File: config.mk
export PLATFORM = sky130hd
export DESIGN_NAME = chimera_cluster_pwr_seq_flat
export DESIGN_NICKNAME = d
export VERILOG_FILES = /design/src/rtl/chimera_cluster_pwr_seq_if.sv /design/src/rtl/chimera_cluster_pwr_seq.sv /design/src/flat_wrapper.sv
export SDC_FILE = /design/constraint.sdc
export NUM_CORES = 1
export LEC_CHECK = 0
export CAP_MARGIN = 10
export CORE_AREA = 4 4 79 81
export DETAILED_ROUTE_END_ITERATION = 16
export DIE_AREA = 0 0 83 85
export GPL_TIMING_DRIVEN = 0
export PLACE_DENSITY = 0.8
export RECOVER_POWER = 100
export SKIP_CTS_REPAIR_TIMING = 1
export SYNTH_ARGS = -nofsm -noshare
export SYNTH_HDL_FRONTEND = slang
export SYNTH_SLANG_ARGS = --single-unit
File: constraint.sdc
create_clock -name clk_i -period 4.81 [get_ports clk_i]
set_input_delay 0.7215 -clock clk_i [delete_from_list [all_inputs] [get_ports clk_i]]
set_output_delay 0.7215 -clock clk_i [all_outputs]
set_load 0.05 [all_outputs]
File: src/rtl/chimera_cluster_pwr_seq_if.sv
// Handshake bundle between the SoC register file / cluster power cells and
// the cluster power sequencer. The sequencer is the slave: it consumes the
// request vector and isolate acknowledges, and drives the per-cluster
// clock-gate, reset and isolate controls plus status.
interface chimera_cluster_pwr_seq_if #(
    parameter int unsigned NumClusters = 5
);
    localparam int unsigned IdxW = (NumClusters > 1) ? $clog2(NumClusters) : 1;

    logic [NumClusters-1:0] en_req_i;
    logic [NumClusters-1:0] iso_ack_i;
    logic [NumClusters-1:0] clu_clk_en_o;
    logic [NumClusters-1:0] clu_rst_no;
    logic [NumClusters-1:0] clu_iso_o;
    logic [NumClusters-1:0] enabled_o;
    logic                   busy_o;
    logic [IdxW-1:0]        cur_idx_o;

    modport master (
        output en_req_i,
        output iso_ack_i,
        input  clu_clk_en_o,
        input  clu_rst_no,
        input  clu_iso_o,
        input  enabled_o,
        input  busy_o,
        input  cur_idx_o
    );

    modport slave (
        input  en_req_i,
        input  iso_ack_i,
        output clu_clk_en_o,
        output clu_rst_no,
        output clu_iso_o,
        output enabled_o,
        output busy_o,
        output cur_idx_o
    );
endinterface

File: src/rtl/chimera_cluster_pwr_seq.sv
// Chimera cluster power sequencer. Arbitrates pending power-state changes
// round-robin and walks one cluster at a time through a fixed ordered
// handshake: clock enable -> reset release -> de-isolation on the way up,
// isolation -> reset assertion -> clock gating on the way down.
module chimera_cluster_pwr_seq #(
    parameter int unsigned NumClusters     = 5,
    parameter int unsigned ClkSettleCycles = 4,
    parameter int unsigned RstHoldCycles   = 8
) (
    input  logic                          clk_i,
    input  logic                          rst_ni,
    chimera_cluster_pwr_seq_if.slave      bus
);
    localparam int unsigned IdxW      = (NumClusters > 1) ? $clog2(NumClusters) : 1;
    localparam int unsigned MaxCycles = (ClkSettleCycles > RstHoldCycles) ? ClkSettleCycles
                                                                          : RstHoldCycles;
    localparam int unsigned CntW      = $clog2(MaxCycles + 1);

    localparam logic [CntW-1:0] ClkSettleLoad = CntW'(ClkSettleCycles);
    localparam logic [CntW-1:0] RstHoldLoad   = CntW'(RstHoldCycles);
    localparam logic [CntW-1:0] CntOne        = CntW'(1);
    localparam logic [IdxW-1:0] LastIdx       = IdxW'(NumClusters - 1);
    localparam logic [IdxW:0]   NumWide       = (IdxW + 1)'(NumClusters);

    typedef enum logic [2:0] {
        IDLE,
        UP_CLK,
        UP_RST,
        UP_DEISO,
        DN_ISO,
        DN_RST
    } state_e;

    state_e                 state_reg;
    logic [CntW-1:0]        cnt_reg;
    logic [IdxW-1:0]        ptr_reg;
    logic [IdxW-1:0]        cur_idx_reg;
    logic [NumClusters-1:0] clk_en_reg;
    logic [NumClusters-1:0] rst_n_reg;
    logic [NumClusters-1:0] iso_reg;
    logic [NumClusters-1:0] enabled_reg;
    logic                   busy_reg;

    // A cluster needs work whenever its requested state differs from the
    // state it has been fully sequenced into.
    logic [NumClusters-1:0] pending;
    assign pending = bus.en_req_i ^ enabled_reg;

    // Candidate gi is the cluster gi positions after the round-robin pointer,
    // wrapped into range; cand_hit flags whether that candidate is pending.
    logic [IdxW-1:0]        cand_idx [NumClusters];
    logic [NumClusters-1:0] cand_hit;

    for (genvar gi = 0; gi < NumClusters; gi++) begin : g_cand
        logic [IdxW:0] sum;
        assign sum          = {1'b0, ptr_reg} + (IdxW + 1)'(gi);
        assign cand_idx[gi] = (sum >= NumWide) ? IdxW'(sum - NumWide) : sum[IdxW-1:0];
        assign cand_hit[gi] = pending[cand_idx[gi]];
    end

    // Pick the nearest pending candidate at or after the pointer; scanning
    // from the far end lets the closest hit overwrite the farther ones.
    logic            grant_valid;
    logic [IdxW-1:0] grant_idx;

    always_comb begin
        grant_valid = 1'b0;
        grant_idx   = '0;
        for (int i = NumClusters - 1; i >= 0; i--) begin
            if (cand_hit[i]) begin
                grant_valid = 1'b1;
                grant_idx   = cand_idx[i];
            end
        end
    end

    // Sequencer FSM: owns every output register. Only bits of the latched
    // cluster index are ever written, so idle clusters hold their state.
    always_ff @(posedge clk_i or negedge rst_ni) begin
        if (!rst_ni) begin
            state_reg   <= IDLE;
            cnt_reg     <= '0;
            ptr_reg     <= '0;
            cur_idx_reg <= '0;
            clk_en_reg  <= '0;
            rst_n_reg   <= '0;
            iso_reg     <= '1;
            enabled_reg <= '0;
            busy_reg    <= 1'b0;
        end else begin
            case (state_reg)
                IDLE: begin
                    if (grant_valid) begin
                        cur_idx_reg <= grant_idx;
                        busy_reg    <= 1'b1;
                        ptr_reg     <= (grant_idx == LastIdx) ? '0 : grant_idx + 1'b1;
                        if (bus.en_req_i[grant_idx]) begin
                            clk_en_reg[grant_idx] <= 1'b1;
                            cnt_reg               <= ClkSettleLoad;
                            state_reg             <= UP_CLK;
                        end else begin
                            iso_reg[grant_idx]     <= 1'b1;
                            enabled_reg[grant_idx] <= 1'b0;
                            state_reg              <= DN_ISO;
                        end
                    end
                end

                UP_CLK: begin
                    if (cnt_reg == CntOne) begin
                        cnt_reg   <= RstHoldLoad;
                        state_reg <= UP_RST;
                    end else begin
                        cnt_reg <= cnt_reg - 1'b1;
                    end
                end

                UP_RST: begin
                    if (cnt_reg == CntOne) begin
                        rst_n_reg[cur_idx_reg] <= 1'b1;
                        iso_reg[cur_idx_reg]   <= 1'b0;
                        state_reg              <= UP_DEISO;
                    end else begin
                        cnt_reg <= cnt_reg - 1'b1;
                    end
                end

                UP_DEISO: begin
                    if (!bus.iso_ack_i[cur_idx_reg]) begin
                        enabled_reg[cur_idx_reg] <= 1'b1;
                        busy_reg                 <= 1'b0;
                        cur_idx_reg              <= '0;
                        state_reg                <= IDLE;
                    end
                end

                DN_ISO: begin
                    if (bus.iso_ack_i[cur_idx_reg]) begin
                        rst_n_reg[cur_idx_reg] <= 1'b0;
                        cnt_reg                <= RstHoldLoad;
                        state_reg              <= DN_RST;
                    end
                end

                DN_RST: begin
                    if (cnt_reg == CntOne) begin
                        clk_en_reg[cur_idx_reg] <= 1'b0;
                        busy_reg                <= 1'b0;
                        cur_idx_reg             <= '0;
                        state_reg               <= IDLE;
                    end else begin
                        cnt_reg <= cnt_reg - 1'b1;
                    end
                end

                default: state_reg <= IDLE;
            endcase
        end
    end

    assign bus.clu_clk_en_o = clk_en_reg;
    assign bus.clu_rst_no   = rst_n_reg;
    assign bus.clu_iso_o    = iso_reg;
    assign bus.enabled_o    = enabled_reg;
    assign bus.busy_o       = busy_reg;
    assign bus.cur_idx_o    = cur_idx_reg;

endmodule
File: src/flat_wrapper.sv
// flat-port wrapper written by rule: the top's interface ports become plain ports
module chimera_cluster_pwr_seq_flat 
#(
    parameter int unsigned NumClusters     = 5,
    parameter int unsigned ClkSettleCycles = 4,
    parameter int unsigned RstHoldCycles   = 8
)
  (clk_i, rst_ni, bus_en_req_i, bus_iso_ack_i, bus_clu_clk_en_o, bus_clu_rst_no, bus_clu_iso_o, bus_enabled_o, bus_busy_o, bus_cur_idx_o);
  chimera_cluster_pwr_seq_if #(.NumClusters(NumClusters)) bus_i ();
  input  logic clk_i;
  input  logic rst_ni;
  input wire logic [$bits(bus_i.en_req_i)-1:0] bus_en_req_i;
  input wire logic [$bits(bus_i.iso_ack_i)-1:0] bus_iso_ack_i;
  output wire logic [$bits(bus_i.clu_clk_en_o)-1:0] bus_clu_clk_en_o;
  output wire logic [$bits(bus_i.clu_rst_no)-1:0] bus_clu_rst_no;
  output wire logic [$bits(bus_i.clu_iso_o)-1:0] bus_clu_iso_o;
  output wire logic [$bits(bus_i.enabled_o)-1:0] bus_enabled_o;
  output wire logic [$bits(bus_i.busy_o)-1:0] bus_busy_o;
  output wire logic [$bits(bus_i.cur_idx_o)-1:0] bus_cur_idx_o;
  assign bus_i.en_req_i = bus_en_req_i;
  assign bus_i.iso_ack_i = bus_iso_ack_i;
  assign bus_clu_clk_en_o = bus_i.clu_clk_en_o;
  assign bus_clu_rst_no = bus_i.clu_rst_no;
  assign bus_clu_iso_o = bus_i.clu_iso_o;
  assign bus_enabled_o = bus_i.enabled_o;
  assign bus_busy_o = bus_i.busy_o;
  assign bus_cur_idx_o = bus_i.cur_idx_o;
  chimera_cluster_pwr_seq #(.NumClusters(NumClusters), .ClkSettleCycles(ClkSettleCycles), .RstHoldCycles(RstHoldCycles)) u_core (.clk_i(clk_i), .rst_ni(rst_ni), .bus(bus_i));
endmodule
==> flow_summary.toml <==
[layout]
nets = 441
diodes = 0
area_growth_pct = 17.0
drive_gt1_share_pct = 11.0
n_fill_cell = 494

[detailed_routing]
drt-initial-drc-count = 346
drc_errors = 0
wirelength_um = 8390
first_pass_iters = 5
vias_per_cell = 6.30
avgRoutedWirePerCell_um = 17.1
vias = 3080
ant_nets = 0

[worst_setup_path]
crit_type = "reg2reg"
crit_arrival_ns = 4.61
path_cells = "inv_1, ha_1, a21oi_1, mux2i_1, a2111oi_0, a31oi_1, or4b_1, nor4_1, or4_4, buf_6, nor2_2, a2bb2oi_1, o21a_1"
crit_path_end_kind = "flip-flop"
cp_max_fo = 10
critical_path_required_ns = 4.99
cp-start-kind = "flip-flop"
crit_path_max_incr_delay_ns = 0.56
cp_slowest_cell = "dfrtp_1"

[floorplan]
core_sq_um = 5470
fp.dieH_um = 85
initial_utilization_pct = 56.9
ios = 36
chipWidth_um = 83
die_area_sq_um = 7060
rows = 27

[timing]
holdWs_ns = 0.457
hold_viol_final = 0
max_clock_freq_ghz = 0.225
tns_ns = 0
grt_setup_unrepaired = "no"
slew_violations = 35
finClkSkew_ns = 0.00921
setup_viol = 0
tightest_slew_ns = 1.80
period_share_pct = 92.2
final.min_clock_period_ns = 4.44
max_slew_margin_pct = -19.9

[grt]
grt_use_met1_pct = 32.9
grt_pass1_vias = 3071
grt_pass1_wl_um = 14500
grt_overflow = 0
track_usage_pct = 24.7
grt_max_degree = 35
antenna_found_initial = 0
grt_busiest_layer = "met2"
groute.layer.met3.usage_pct = 4.08
met2_usage_pct = 41.0

[synth]
yosys_warnings = 0
ys_types = 78
synth_edf_count = 0
synth_seq_cells = 34
synth_area_per_cell_sq_um = 8.32
synthCells = 374
synthArstFlopShare_pct = 100
synth_nets = 399
synth.most_common_cell = "nand2_1"
yosys-top-cells-count = "nand2_1 (33), dfrtp_1 (29), o21ai_0 (28)"
syn-cell-area_sq_um = 3110
netlist_top_cells_area = "dfrtp_1 (23%), ha_1 (4.8%), o21ai_0 (4.5%)"
yosys.area.top_type = "dfrtp_1"
seq_area_frac_synth_pct = 27.5
synthFlopType = "dfrtp_1"
synth_top_area_share_pct = 23.3

[clock_network]
clk_pin_slew_ns = 0.07
h-tree-depth = 2
cts_buffers = 5
clockBufferDepth = 2
cts_sinks = 34
root_buffer = "clkbuf_8"
cts_tree = "yes"
clkLatencyLatePin_ns = 0.29

[hold_path]
min_path_type = "reg2reg"

[placement]
hpwl_um = 6510
gp_congestion = 0.898
port_buffers = 35

[run]
maxCapViolations = 1

[run_status]
violations = "max-capacitance violations, max-slew violations"
status = "finished with violations"
[cells by family after synthesis]
family                     synth area share, %
AOI/OAI and AO/OA                         29.1
xor gates and xnor gates                  4.46
adders and majority gates                 5.47
buffers and inverters                     4.86
DFF                                       27.5
muxes                                     3.50
and+or+nand+nor                           25.1
[cell usage in the layout (no fill, tap or decap), types with 12 or more instances in the layout]
cell type      count
o21ai_0           29
dlygate4sd3_1     25
nor2_1            20
ha_1              12
a21oi_1           24
nand3_1           14
dfrtp_1           29
inv_1             16
nor3_1            14
nand2_1           33
[final timing paths]
kind	startpoint	end	slack, ns	cells after the start
min reg2reg	u_core.bus.clu_iso_o[4]	u_core.bus.clu_iso_o[4]	0.46	2
min	u_core.bus.clu_iso_o[4]	u_core.bus.clu_iso_o[4]	0.46	2
max	u_core.ptr_reg[1]	u_core.bus.clu_clk_en_o[4]	0.37	13
max reg2reg	u_core.ptr_reg[1]	u_core.bus.clu_clk_en_o[4]	0.37	13
max in group asynchronous	rst_ni	u_core.bus.enabled_o[0]	2.85	1
min in group asynchronous	rst_ni	u_core.state_reg[2]	0.91	1
[stage by stage]
step | worst slack, ns | utilization, % | instances | instance area (sq um)
after detailed placement | 0.604 | 64.8 | 481 | 3550
after global routing | 0.116 | 66.6 | 489 | 3640
after global placement | 0.679 | 64.9 | 481 | 3550
after CTS | 0.591 | 66.8 | 489 | 3650
after floorplan | 1.27 | - | 374 | 3110
final | 0.375 | 66.6 | 489 | 3640
[layer usage]
layer	vias to the layer above	share of wire (%)	wire, um
met4	0	1.9	161
li1	1473	-	-
met3	20	6.4	539
met5	-	0	0
met1	1475	44	3720
met2	112	47	3960
[layout make-up]
class	count	area [sq um]	share of cell area (%)
plain buffers	16	83.8	2.30
well taps	72	90.1	2.47
inverters	18	67.6	1.85
multi-input cells	306	2090	57.5
repair buffers	35	344	9.44
clock inverters	1	30.0	0.824
flip-flops and latches	34	857	23.5
clock buffers	7	76.3	2.09
[worst max-delay path, delay by kind of cell (launching register included)]
kind	cells	cell delay, ns
adder cells (fa/ha/maj)	1	0.32
buffers and inverters	2	0.37
multiplexers	1	0.46
AO/OA/AOI/OAI	5	1.18
flip-flops	1	0.56
AND/OR/NAND/NOR	4	1.41
Power is left out: the tool's default activity adds up to more than one toggle a clock period on the data nets, which glitch-free logic cannot reach.
